### config.mk
export PLATFORM = sky130hd
export DESIGN_NAME = trivium_ks_xor
export DESIGN_NICKNAME = d
export VERILOG_FILES = /design/src/rtl/trivium_ks_xor.sv
export SDC_FILE = /design/constraint.sdc
export NUM_CORES = 1
export LEC_CHECK = 0
export ABC_CLOCK_PERIOD_IN_PS = 25200
export CAP_MARGIN = 20
export CORE_ASPECT_RATIO = 0.6
export CORE_UTILIZATION = 50
export DETAILED_ROUTE_END_ITERATION = 8
export PLACE_DENSITY = 0.74
export SLEW_MARGIN = 10
export SYNTH_ARGS = -nofsm -noshare
export SYNTH_HDL_FRONTEND = slang
export SYNTH_SLANG_ARGS = --single-unit
### constraint.sdc
create_clock -name CLK -period 25.2 [get_ports CLK]
set_clock_uncertainty 0.05 [all_clocks]
set_input_delay 5.04 -clock CLK [delete_from_list [all_inputs] [get_ports CLK]]
set_output_delay 5.04 -clock CLK [all_outputs]
set_load 0.05 [all_outputs]
### src/rtl/trivium_ks_xor.sv
// Keystream XOR stage: buffers 128-bit Trivium keystream words in a small FIFO and
// XORs them lane by lane (MSB lane first) onto a valid/ready plaintext stream.
module trivium_ks_xor #(
    parameter int unsigned DW    = 8,
    parameter int unsigned DEPTH = 2
) (
    input  logic          CLK,
    input  logic          RST,
    input  logic          resync,
    input  logic [127:0]  ks_in,
    input  logic          ks_vld,
    output logic          ks_req,
    input  logic [DW-1:0] pt_in,
    input  logic          pt_vld,
    output logic          pt_rdy,
    output logic [DW-1:0] ct_out,
    output logic          ct_vld,
    input  logic          ct_rdy,
    output logic [15:0]   ct_cnt,
    output logic          ovf
);

    localparam int unsigned L  = 128 / DW;
    localparam int unsigned IW = (L > 1) ? $clog2(L) : 1;
    localparam int unsigned PW = (DEPTH > 1) ? $clog2(DEPTH) : 1;
    localparam int unsigned CW = $clog2(DEPTH + 1);

    logic [127:0]  mem_q [DEPTH];
    logic [PW-1:0] wr_ptr_q, rd_ptr_q;
    logic [CW-1:0] count_q;
    logic [IW-1:0] idx_q;
    logic [DW-1:0] ct_out_q;
    logic          ct_vld_q;
    logic [15:0]   ct_cnt_q;
    logic          ovf_q;

    logic          fifo_empty, fifo_full;
    logic          accept, last_lane, pop, push, drop, ct_fire;
    logic [127:0]  head;
    logic [DW-1:0] lanes [L];
    logic [DW-1:0] lane;

    function automatic logic [PW-1:0] ptr_inc(input logic [PW-1:0] p);
        return (p == PW'(DEPTH - 1)) ? '0 : p + PW'(1);
    endfunction

    assign fifo_empty = (count_q == '0);
    assign fifo_full  = (count_q == CW'(DEPTH));

    // resync blocks acceptance so a flushed cycle never emits a lane
    assign pt_rdy    = ~fifo_empty & (~ct_vld_q | ct_rdy) & ~resync;
    assign ks_req    = ~fifo_full;
    assign accept    = pt_vld & pt_rdy;
    assign last_lane = (idx_q == IW'(L - 1));
    assign pop       = accept & last_lane;
    // a pop frees the head slot in the same cycle, so a full FIFO can still take a word
    assign push      = ks_vld & ~resync & (~fifo_full | pop);
    assign drop      = ks_vld & ~resync & fifo_full & ~pop;
    assign ct_fire   = ct_vld_q & ct_rdy;

    assign head = mem_q[rd_ptr_q];

    for (genvar k = 0; k < L; k++) begin : g_lane
        assign lanes[k] = head[127 - k*DW -: DW];
    end

    assign lane = lanes[idx_q];

    // keystream storage, written at the tail
    always_ff @(posedge CLK) begin
        if (push) begin
            mem_q[wr_ptr_q] <= ks_in;
        end
    end

    // FIFO pointers, occupancy, lane index and sticky overflow
    always_ff @(posedge CLK or posedge RST) begin
        if (RST) begin
            wr_ptr_q <= '0;
            rd_ptr_q <= '0;
            count_q  <= '0;
            idx_q    <= '0;
            ovf_q    <= 1'b0;
        end else if (resync) begin
            wr_ptr_q <= '0;
            rd_ptr_q <= '0;
            count_q  <= '0;
            idx_q    <= '0;
            ovf_q    <= 1'b0;
        end else begin
            if (push) begin
                wr_ptr_q <= ptr_inc(wr_ptr_q);
            end
            if (pop) begin
                rd_ptr_q <= ptr_inc(rd_ptr_q);
            end
            case ({push, pop})
                2'b10:   count_q <= count_q + CW'(1);
                2'b01:   count_q <= count_q - CW'(1);
                default: count_q <= count_q;
            endcase
            if (accept) begin
                idx_q <= last_lane ? '0 : idx_q + IW'(1);
            end
            if (drop) begin
                ovf_q <= 1'b1;
            end
        end
    end

    // registered ciphertext lane, valid flag and transfer counter
    always_ff @(posedge CLK or posedge RST) begin
        if (RST) begin
            ct_out_q <= '0;
            ct_vld_q <= 1'b0;
            ct_cnt_q <= '0;
        end else if (resync) begin
            ct_out_q <= '0;
            ct_vld_q <= 1'b0;
            ct_cnt_q <= '0;
        end else begin
            if (accept) begin
                ct_out_q <= pt_in ^ lane;
                ct_vld_q <= 1'b1;
            end else if (ct_fire) begin
                ct_vld_q <= 1'b0;
            end
            if (ct_fire) begin
                ct_cnt_q <= ct_cnt_q + 16'd1;
            end
        end
    end

    assign ct_out = ct_out_q;
    assign ct_vld = ct_vld_q;
    assign ct_cnt = ct_cnt_q;
    assign ovf    = ovf_q;

endmodule
==> metrics.csv <==
stage,metric,value,unit
synthesis,Post-Synth XOR/XNOR Area,1.053,%
critical_path,Worst R2R Path Depth,6,
synthesis,largest area contributor in the netlist,edfxtp_1,
outcome,run status,"complete, no violations",
floorplanning,Initial Utilization,51.92,%
detailed_routing,vias per cell,5.777,
critical_path,R2R Path End,mem_q[1][35],
clocking,Post-CTS Setup Bufs,0,
synthesis,asr flop ratio synth,11.72,%
timing,setup tns final,0,ns
final_layout,# fillers,1552,
power,leakage,4.716,nW
synthesis,Post-synth EDFFs,256,
critical_path,R2R Setup Slk,21.13,ns
critical_path,worst r2r src,idx_q[3],
critical_path,Worst Setup SP,resync,
clocking,clock buffer depth,3,
synthesis,count of different cell masters after synthesis,47,
synthesis,ys flop type,edfxtp_1,
hold_path,Hold Path Class,flip-flop to flip-flop,
run,max cap viols,0,
detailed_routing,WL per Instance,22.09,um
critical_path,worst setup path end,pt_rdy,
clocking,"Clk pin slew, worst setup/hold paths",0.07,ns
timing,worst slew pin tran,1.061,ns
global_routing,total grt overflow,0,
clocking,Root Driver,clkbuf_16,
clocking,TritonCTS Buffers,26,
synthesis,Syn Area/Cell,18.20,sq um
clocking,PostCTS Resize Cnt,0,
floorplanning,Die Width,199.1,um
synthesis,mux cell area share after synthesis,12.47,%
place,I/O Buffers,169,
place,Worst Setup Slack post-DPL,13.17,ns
global_routing,largest net degree at the start of global routing,75,
detailed_routing,ANT nets after route,0,
global_routing,first-pass GRT wire length,37.71,mm
timing,RSZ-0062 raised after global routing,no,
detailed_routing,routed wire length,25.20,mm
synthesis,Mapped Nets,784,
critical_path,Worst Setup End Kind,primary output,
detailed_routing,Post-route DRC,0,
final_layout,Post-Layout Cell Count,1141,
global_routing,vias in the first global route,6584,
place,placed cells,1094,
synthesis,simple-gate portion of the synthesized area,6.004,%
global_routing,initial antenna violation count,2,
floorplanning,Die Ht,120.2,um
clocking,clock sink total,290,
detailed_routing,vias,6592,
critical_path,Worst Path Arrival,6.95,ns
critical_path,Critical Path RT,20.11,ns
final_layout,multi-input combinational cell area,2872,sq um
detailed_routing,First DRT Iteration DRCs,481,
synthesis,register area share after synthesis,73.29,%
clocking,Hold Buf Count CTS,0,
critical_path,Worst Path Max Fanout,37,
place,GPL Wtd Cong,0.8202,
synthesis,most frequent cells after synthesis,"edfxtp_1, dfrtp_1, mux2_2",
power,Power Dens Cells,69.47,nW/um^2
final_layout,Seq. cell area,8543,sq um
timing,# setup viols final,0,
critical_path,crit path launch type,input port,
floorplanning,I/O pins,170,
clocking,H-tree depth,1,
timing,Max Clk Rate,83.04,MHz
final_layout,area delta synth->final,23.60,%
critical_path,Setup CP Type,input port to primary output,
floorplanning,# rows,42,
timing,Hold Fails Final Rpt,0,
clocking,CTS tree,done,
timing,Setup WS post-layout,13.16,ns
timing,Final Cycle Share,47.79,%
floorplanning,Die Area,23930,sq um
synthesis,Post-Synth Adder-Cell Area,0.2148,%
final_layout,share of layout cells above drive strength 1,13.48,%
synthesis,Syn. warnings,0,
synthesis,largest family of logic cells by synthesized area,multiplexers,
global_routing,GRT Total Usage,21.34,%
timing,fin crit period,12.04,ns
power,VDD IR max,0.00005695,V
synthesis,Synth top area share,65.99,%
synthesis,top-count cell post-synth,edfxtp_1,
synthesis,cell count after synthesis,640,
synthesis,"FF+latch count, synth",290,
final_layout,# nets final,958,
synthesis,Compound-Gate Fraction of Synth Area,4.822,%
floorplanning,core area,22440,sq um
synthesis,synthesized area,11650,sq um
synthesis,largest cells by area after synthesis,"edfxtp_1, dfrtp_1, mux4_2",
clocking,worst-skew pair later-pin latency,0.52,ns
timing,"Slew Viols, Final",0,
detailed_routing,first-pass detailed-route iteration total,6,
place,dpl hpwl,16.88,mm
timing,max_slew headroom,29.12,%
-- report_power, final --
part	total [mW]	internal, mW	switching [mW]
logic	0.0691	0.0337	0.0354
registers	0.551	0.546	0.00534
clock network	0.380	0.215	0.165
total	1.00	0.795	0.206
-- per-stage QoR --
stage | total power, mW | hold slack (ns) | utilization [%] | cell area [sq um]
after floorplan | 0.5950 | 0.4597 | - | 11650
after global placement | 0.6269 | 0.4239 | 60.49 | 13570
after detailed placement | 0.6307 | 0.4756 | 60.49 | 13570
after CTS | 1.008 | 0.4906 | 64.15 | 14390
after global routing | 1.031 | 0.5204 | 64.15 | 14390
final | 1.000 | 0.4865 | 64.17 | 14400
-- placed cells by master, fill, tap and decap left out, drive strengths merged, types with 4 or more instances in the layout --
master         count
edfxtp           256
clkdlybuf4s50    169
mux2              36
dfrtp             34
mux4              34
clkbuf            29
mux2i             24
a21oi             22
nand3             18
nor2              18
nand2             16
clkinv            14
and3              11
nand3b            11
a22oi             10
and2               9
o21ai              9
buf                9
xor2               8
a222oi             8
a211oi             7
nand4              6
or3                6
nor2b              6
xnor2              6
a2bb2oi            6
o221ai             6
o211ai             6
or4                6
nor3               6
inv                4
nor3b              4
-- sequential cells by signal, summed over array words and instances, names as in the netlist --
signal    count
mem_q       256
ct_vld        1
ct_cnt       16
wr_ptr_q      1
idx_q         4
ct_out        8
ovf           1
count_q       2
rd_ptr_q      1
-- worst min path at each step --
stage / start / to / cells past startpoint
floorplan: count_q[0] / count_q[0] / 1
global placement: ovf / ovf / 2
detailed placement: ct_out[4] / ct_out[4] / 2
CTS: ovf / ovf / 2
global route: ovf / ovf / 2
finish: ovf / ovf / 2
-- cell families after synthesis --
group,Yosys count
compound gates,80
xor+xnor,14
fa+ha+maj,2
buf+inv,36
flops,290
mux,94
simple gates,124
-- per-layer routing --
layer | share of wire [%] | vias to the layer above | GRT usage (%)
met5 | 0.048 | - | 0
met4 | 1.8 | 2 | 4.279
met3 | 9.7 | 33 | 3.933
met2 | 45 | 316 | 32.06
met1 | 44 | 3285 | 32.78
li1 | - | 2956 | -
-- cell type report --
type / count / area share (%)
clock buffer: 29 / 4.745
clock inverter: 16 / 0.9472
multi-input combinational: 314 / 19.94
inverter: 4 / 0.1043
tap: 308 / 2.676
antenna: 2 / 0.03476
sequential: 290 / 59.33
timing repair buffer: 178 / 12.22
-- worst max-delay path: stages --
cell and delay [ns]:
clkdlybuf4s50_1 0.40, buf_4 0.25, o21ba_2 0.31, and2_1 0.14, clkdlybuf4s50_1 0.80
No activity file was read; power rests on OpenSTA's default activity.
